==> src/rtl/slp_seq_infer.sv <==
// Sequential single-layer perceptron: LANE signed MACs per cycle, NEURON x ceil((IN+1)/LANE) beats per vector.
// Result valid NEURON*BEATS+1 cycles after accept and held in DONE until out_ready; in_ready low while computing.
module slp_seq_infer #(
   parameter int IN     = 8,
   parameter int NEURON = 4,
   parameter int LANE   = 2,
   parameter int I_PREC = 8,
   parameter int I_FRAC = 0,
   parameter int W_PREC = 8,
   parameter int W_FRAC = 0,
   parameter int O_PREC = 8,
   parameter int O_FRAC = 0,
   parameter int ACT    = 1   // 0 identity, 1 ReLU, 2 step
) (
   input  logic                                clk,
   input  logic                                reset_,
   input  logic                                in_valid,
   output logic                                in_ready,
   input  logic [IN-1:0][I_PREC-1:0]           in,
   input  logic [NEURON-1:0][IN:0][W_PREC-1:0] weight,
   output logic                                out_valid,
   input  logic                                out_ready,
   output logic [NEURON-1:0][O_PREC-1:0]       out,
   output logic                                ovf,
   output logic                                rounded
);

   localparam int ACT_RELU = 1;
   localparam int ACT_STEP = 2;
   localparam int WEIGHT   = IN + 1;
   localparam int BEATS    = (WEIGHT + LANE - 1) / LANE;
   localparam int P_FRAC   = I_FRAC + W_FRAC;
   localparam int PW       = I_PREC + W_PREC;
   localparam int ACC_W    = PW + $clog2(WEIGHT) + 1;
   localparam int NW       = $clog2(NEURON + 1);
   localparam int BW       = (BEATS > 1) ? $clog2(BEATS) : 1;
   localparam int SH       = P_FRAC - O_FRAC;
   localparam int LSH      = (SH < 0) ? -SH : 0;
   localparam int RSH      = (SH > 0) ? SH : 0;
   localparam int CW       = ACC_W + LSH;

   localparam logic [I_PREC-1:0]       CONST1 = I_PREC'(1) << I_FRAC;
   localparam logic [O_PREC-1:0]       STEP1  = O_PREC'(1) << O_FRAC;
   localparam logic [CW-1:0]           MASK   = (CW'(1) << RSH) - CW'(1);
   localparam logic signed [CW-1:0]    OMAX   = CW'((1 <<< (O_PREC - 1)) - 1);
   localparam logic signed [CW-1:0]    OMIN   = ~OMAX;

   typedef enum logic [1:0] {S_IDLE, S_RUN, S_DONE} state_t;

   state_t                          state, state_nxt;
   logic                            accept;
   logic [IN-1:0][I_PREC-1:0]       in_q;
   logic [WEIGHT-1:0][I_PREC-1:0]   x_vec;
   logic [WEIGHT-1:0][W_PREC-1:0]   w_row;
   logic signed [ACC_W-1:0]         acc, acc_sum, beat_sum;
   logic signed [I_PREC-1:0]        xk;
   logic signed [W_PREC-1:0]        wk;
   logic signed [PW-1:0]            prod;
   logic [NW-1:0]                   n_cnt, fin_n;
   logic [BW-1:0]                   b_cnt;
   logic                            fin_vld;
   logic signed [ACC_W-1:0]         fin_acc, act_v;
   logic signed [CW-1:0]            ext, cv, shifted, sat_v;
   logic [O_PREC-1:0]               c_val;
   logic                            c_ovf, c_rnd;
   logic                            unused_bits;

   assign in_ready  = reset_ & ((state == S_IDLE) | ((state == S_DONE) & out_ready));
   assign out_valid = (state == S_DONE);
   assign accept    = in_valid & in_ready;

   // Bias is the top element, multiplied by the constant one.
   assign x_vec   = {CONST1, in_q};
   assign acc_sum = acc + beat_sum;

   always_comb begin
      w_row = '0;
      for (int nn = 0; nn < NEURON; nn++)
         if (n_cnt == NW'(nn)) w_row = weight[nn];
   end

   always_comb begin
      beat_sum = '0;
      xk       = '0;
      wk       = '0;
      prod     = '0;
      for (int l = 0; l < LANE; l++) begin
         xk = '0;
         wk = '0;
         for (int j = 0; j < WEIGHT; j++)
            if (int'(b_cnt) * LANE + l == j) begin
               xk = x_vec[j];
               wk = w_row[j];
            end
         prod     = PW'(xk) * PW'(wk);
         beat_sum = beat_sum + ACC_W'(prod);
      end
   end

   // Conversion runs one cycle behind the MAC, overlapping the next neuron's first beat.
   always_comb begin
      act_v = fin_acc;
      if (ACT == ACT_RELU && fin_acc < 0) act_v = '0;
      ext     = CW'(act_v);
      cv      = ext <<< LSH;
      shifted = cv >>> RSH;
      c_rnd   = |(cv & MASK);
      c_ovf   = 1'b0;
      sat_v   = shifted;
      if (shifted > OMAX) begin
         sat_v = OMAX;
         c_ovf = 1'b1;
      end else if (shifted < OMIN) begin
         sat_v = OMIN;
         c_ovf = 1'b1;
      end
      c_val = sat_v[O_PREC-1:0];
      if (ACT == ACT_STEP) begin
         c_val = (fin_acc > 0) ? STEP1 : '0;
         c_rnd = 1'b0;
         c_ovf = 1'b0;
      end
   end

   assign unused_bits = ^sat_v[CW-1:O_PREC];

   always_comb begin
      state_nxt = state;
      case (state)
         S_IDLE:  if (accept) state_nxt = S_RUN;
         S_RUN:   if (fin_vld && fin_n == NW'(NEURON - 1)) state_nxt = S_DONE;
         S_DONE:  if (out_ready) state_nxt = in_valid ? S_RUN : S_IDLE;
         default: state_nxt = S_IDLE;
      endcase
   end

   always_ff @(posedge clk or negedge reset_) begin
      if (!reset_) begin
         state   <= S_IDLE;
         in_q    <= '0;
         acc     <= '0;
         n_cnt   <= '0;
         b_cnt   <= '0;
         fin_vld <= 1'b0;
         fin_acc <= '0;
         fin_n   <= '0;
         out     <= '0;
         ovf     <= 1'b0;
         rounded <= 1'b0;
      end else begin
         state   <= state_nxt;
         fin_vld <= 1'b0;
         if (accept) begin
            in_q    <= in;
            acc     <= '0;
            n_cnt   <= '0;
            b_cnt   <= '0;
            ovf     <= 1'b0;
            rounded <= 1'b0;
         end else if (state == S_RUN) begin
            // n_cnt parks at NEURON while the final conversion drains.
            if (n_cnt < NW'(NEURON)) begin
               if (b_cnt == BW'(BEATS - 1)) begin
                  fin_acc <= acc_sum;
                  fin_n   <= n_cnt;
                  fin_vld <= 1'b1;
                  acc     <= '0;
                  b_cnt   <= '0;
                  n_cnt   <= n_cnt + 1'b1;
               end else begin
                  acc   <= acc_sum;
                  b_cnt <= b_cnt + 1'b1;
               end
            end
            if (fin_vld) begin
               for (int nn = 0; nn < NEURON; nn++)
                  if (fin_n == NW'(nn)) out[nn] <= c_val;
               ovf     <= ovf | c_ovf;
               rounded <= rounded | c_rnd;
            end
         end
      end
   end

endmodule

==> config.mk <==
export PLATFORM = sky130hd
export DESIGN_NAME = slp_seq_infer
export DESIGN_NICKNAME = d
export VERILOG_FILES = /design/src/rtl/slp_seq_infer.sv
export SDC_FILE = /design/constraint.sdc
export NUM_CORES = 1
export LEC_CHECK = 0
export BUFFER_PORTS_ARGS = -buffer_cell sky130_fd_sc_hd__buf_2
export CAP_MARGIN = 30
export CORE_AREA = 2 2 165 167
export DETAILED_ROUTE_END_ITERATION = 7
export DIE_AREA = 0 0 167 169
export PLACE_DENSITY = 0.88
export SKIP_CTS_REPAIR_TIMING = 1
export SLEW_MARGIN = 20
export SYNTH_ARGS = -nofsm -noshare
export SYNTH_HDL_FRONTEND = slang
export SYNTH_SLANG_ARGS = --single-unit
==> constraint.sdc <==
create_clock -name clk -period 12.4 [get_ports clk]
set_input_delay 1.24 -clock clk [delete_from_list [all_inputs] [get_ports clk]]
set_output_delay 1.24 -clock clk [all_outputs]
set_load 0.005 [all_outputs]
# Word-level counts from Yosys, hierarchy flattened
# Cells that the tools add are included.
# Widths: inputs -> output; s select.
# word_totals
in_bits	356
ram_bits	0
memories	0
latch_bits	0
romBits	0
ff_bits	151
output_inout_bits	36
# op_classes
n_bitwise	6
add_sub_neg	5
shift	0
div_mod_pow	0
order_cmp	4
muxes	61
n_reduce_logical	19
eq_ne	24
n_mul	2
# op_table
operator	n
$mux 72	4
$mux 8	30
$eq 32x4->1 const B	4
$mux 21	5
$eq 32x3->1 const B	2
$logic_not 32->1	2
$eq 32x2->1 const B	1
$mul 8x8->16	2
$mux 3	8
$add 21x21->21	1
$gt 21x8->1 const B	1
$lt 21x1->1 const B	1
$lt 21x8->1 const B	1
$reduce_and 4->1	5
$add 16x16->17	1
$eq 3x2->1 const B	5
$eq 3x3->1 const B	4
$mux 1	10
$reduce_bool 2->1	4
$add 3x1->3 const B	2
$eq 3x1->1 const B	2
$logic_not 3->1	2
$mux 2	3
$pmux 2 s3	1
14 further kinds	20

# Depth between registers and ports, before layout
# logic_depth
ltp_word	21
depth_mapped	41
mapped_depth_nobuf	38

# Least setup slack after synthesis
# No wires, ideal clock.
# synth_timing
path_type	input to register
start	input weight[17] (netlist bit)
end	register fin_acc[17]
setup_slack_ns	3.864
arrival_time_ns	8.411
setup_time_ns	0.125
stages	33
cell_sequence	and3b_1 -> a21oi_1 -> o21ai_1 -> a22o_1 -> a221oi_1 -> nor3_1 -> a21oi_2 -> nor2_1 -> fa_1 -> inv_1 -> fa_1 -> inv_1 -> fa_1 -> fa_1 -> fa_1 -> inv_1 -> fa_1 -> inv_1 -> ha_1 -> o21a_1 -> o31a_1 -> o21a_1 -> nor2_1 -> o21ai_0 -> a21oi_1 -> xnor2_1 -> ha_1 -> nor2b_1 -> o31a_1 -> a2111oi_4 -> o21ai_2 -> xor2_1 -> mux2_4
# synth_between
elab_chain_cells	14
# synth_rtl
element	line_no	text
start, declared	20	input logic [NEURON-1:0][IN:0][W_PREC-1:0] weight,
$mux 72 (*) (4 in a row)	79	if (n_cnt == NW'(nn)) w_row = weight[nn];
$mux 8 (7 in a row)	91	if (int'(b_cnt) * LANE + l == j) begin
$mul 8x8->16	95	prod = PW'(xk) * PW'(wk);
$add 16x16->17 (*)	96	beat_sum = beat_sum + ACC_W'(prod);
$add 21x21->21 (*)	74	assign acc_sum = acc + beat_sum;
end signal, assigned	164	fin_acc <= acc_sum;
end, declared	62	logic signed [ACC_W-1:0] fin_acc, act_v;
# Mark *: on every way between the ends. The rest lies on a longest branch, timed or not.
# A chain may end at the register's enable or synchronous reset.

# Worst setup path after layout
# layout_timing
start	register n_cnt[0]
end	register fin_acc[20]
# layout_between
elab_chain_cells	17
# layout_rtl
element	line_no	text
start, declared	59	logic [NW-1:0] n_cnt, fin_n;
start signal, assigned	169	n_cnt <= n_cnt + 1'b1;
$logic_not 3->1	79	
$mux 72 (4 in a row)	79	
$mux 8 (9 in a row)	91	
$mul 8x8->16	95	
$add 16x16->17	96	
$add 21x21->21	74	
# Parallel ways exist; a longest one is shown, timed or not.

==> impl_metrics.json <==
{
  "status": "complete, no violations",
  "avgViaCountPerCell": 6.28,
  "rows": 60,
  "final_common_cell": "nand2_1",
  "syn-cell-area_mm2": 0.0157,
  "fp.dieW_um": 167,
  "yosysWarnings": 0,
  "critPathMostFrequentCell": "fa_1",
  "final_cells": 2581,
  "multi_input_area_mm2": 0.0108,
  "avgRoutedWirePerCell_um": 24.4,
  "ys_seq_area_share_pct": 24.1,
  "area_growth_pct": 17.7,
  "rr_startpoint": "n_cnt[0]",
  "finalWirelength_um": 63000,
  "reg2reg_to": "fin_acc[20]",
  "netlist_instances": 1894,
  "slew_headroom_pct": 31.4,
  "cts_tree": "built",
  "worst_setup_path_start_kind": "flop",
  "placedCellCount": 2540,
  "grt_pass1_wl_um": 93100,
  "synthesis.nets": 2478,
  "root_buffer": "clkbuf_16",
  "min_path_cells": 2,
  "grt_pass1_vias": 16000,
  "worst_pin_slew_ns": 1.03,
  "worstSetupPathType": "reg2reg",
  "h-tree-depth": 4,
  "clk_pin_slew_ns": 0.07,
  "hold_end": "in_q[49]",
  "final_cell_mix": "nand2_1, buf_2, inv_1",
  "use_met1_pct": 52.6,
  "reg2reg_depth": 34,
  "globalplace.congestion": 1.08,
  "dp.final_hpwl_um": 50600,
  "track_usage_pct": 44.2,
  "die_h_um": 169,
  "overflow": 0,
  "setup_viol": 0,
  "detail_route.iter0.violations": 2039,
  "insertion_delay_ns": 0.46,
  "slew_violations": 0,
  "r2r_slack_ns": 2.20,
  "regArea_mm2": 0.00378,
  "skew_ns": 0.0205,
  "final_antenna_net_count": 0,
  "start_util_pct": 59.2,
  "cts_buffers": 17,
  "setup_tns_ns": 0,
  "post_dp_cell_area_mm2": 0.0178,
  "synth-edff-count": 0,
  "top_usage_layer": "met2",
  "fin_crit_sh_pct": 82.3,
  "io_buffers": 390,
  "drive_above_1_share_pct": 22.8,
  "dr.pass1.iters": 7,
  "crit_required_ns": 12.76,
  "die-area_mm2": 0.0282,
  "rsz0062_at_grt": "false",
  "clockBufferDepth": 2,
  "min_from": "in_q[49]",
  "grt_max_degree": 87,
  "drcViolationCount": 0,
  "end_kind": "flop",
  "io_pins": 392,
  "ys_types": 73,
  "ys.flop_type": "dfrtp_1",
  "design_area_mm2": 0.0185,
  "core_region_area_mm2": 0.0265,
  "fmax_ghz": 0.0980,
  "async_flop_share_pct": 100,
  "cpPeakStageDelay_ns": 0.79,
  "crit_slowest_cell": "nor2b_1",
  "vias": 16200,
  "syn_avg_cell_area_um2": 8.28,
  "layout.nets": 2804,
  "fin_crit_ns": 10.20,
  "antenna_found_initial": 9,
  "cts.sinks": 151,
  "hold_viol": 0,
  "crit_path_max_fanout": 76,
  "hold_class": "reg2reg",
  "drv_cap": 0,
  "fill_cells": 2106,
  "hold_ws_ns": 0.483,
  "arrival_ns": 10.56,
  "ys_ff_latch": 151,
  "use_met2_pct": 67.1,
  "use_met3_pct": 21.0
}
-- cell usage after synthesis, types with 4 or more instances --
master,instances,area (um^2)
nor2b_1,18,113
nand2_1,394,1480
o211ai_1,5,37.5
inv_1,183,687
xnor2_1,32,280
clkbuf_1,62,233
o21ai_0,45,225
a21o_1,17,128
nor2_1,169,634
a22o_1,42,368
and2_1,16,100
a211oi_1,17,128
nor3_1,25,125
a221oi_1,26,228
mux2_2,30,338
nand3_1,7,35.0
o21ai_1,70,350
buf_4,7,52.6
buf_1,4,15.0
a221o_1,13,130
buf_2,26,130
nand3b_1,7,52.6
a21oi_1,110,551
nand2b_1,22,138
a21oi_2,10,87.6
dfrtp_1,151,3780
and3b_1,30,263
a22oi_1,30,225
fa_1,145,2900
or2_1,5,31.3
o22ai_1,10,62.6
o31ai_1,8,60.1
o21a_1,9,67.6
xor2_1,9,78.8
ha_1,83,1040
mux2i_1,4,40.0
-- per-layer routing --
metal	up-vias	routed length (um)
li1	6968	-
met1	7726	21700
met2	1241	27300
met3	280	10100
met4	4	3890
met5	-	23
-- how the worst max path moves through the flow --
stage          slack, ns       start          end  cells past startpoint
2_1_floorplan       3.86  weight[17]  fin_acc[17]                     33
3_3_place_gp        2.96    n_cnt[0]      acc[20]                     35
3_5_place_dp        2.65    n_cnt[0]  fin_acc[20]                     34
4_1_cts             2.37    n_cnt[0]  fin_acc[20]                     34
5_1_grt             1.70    n_cnt[0]  fin_acc[20]                     34
6_report            2.20    n_cnt[0]  fin_acc[20]                     34
-- metrics by stage --
step	utilization (%)	setup slack, ns
2_1_floorplan	-	3.86
3_3_place_gp	67.1	2.96
3_5_place_dp	67.2	2.65
4_1_cts	69.5	2.37
5_1_grt	69.6	1.70
6_report	69.7	2.20
-- logic make-up (layout without fill, tap and decap cells) --
group	Yosys count	after routing	synth area share (%)
multiplexers	36	36	2.58
flip-flops	151	151	24.1
adder cells (fa/ha/maj)	228	228	25.1
other	1	8	0.0239
XOR/XNOR	42	42	2.43
AO/OA/AOI/OAI	436	436	18.4
AND/OR/NAND/NOR	713	713	20.0
buffers and inverters	287	626	7.34
-- final cells by class --
cell class	instances	share of cell area, %
tap	341	2.31
sequential	151	20.5
clock inverter	15	1.05
multi-input combinational	1456	58.5
inverter	186	3.78
antenna	7	0.0949
timing repair buffer	408	11.5
clock buffer	17	2.30
-- flip-flops by register name, summed over array words and instances, names as in the netlist --
signal and cells:
acc 21, b_cnt 3, fin_acc 21, fin_n 3, fin_vld 1, in_q 64
n_cnt 3, out 32, ovf 1, state 2
-- critical path, delay by kind of cell, from the launching register on --
kind | cells | cell delay, ns
adder cells (fa/ha/maj) | 9 | 4.10
flip-flops | 1 | 0.45
XOR/XNOR | 2 | 0.33
AO/OA/AOI/OAI | 12 | 2.53
AND/OR/NAND/NOR | 6 | 1.66
buffers and inverters | 5 | 0.98
Power is left out: the tool's default activity adds up to more than one toggle a clock period on the data nets, which glitch-free logic cannot reach.
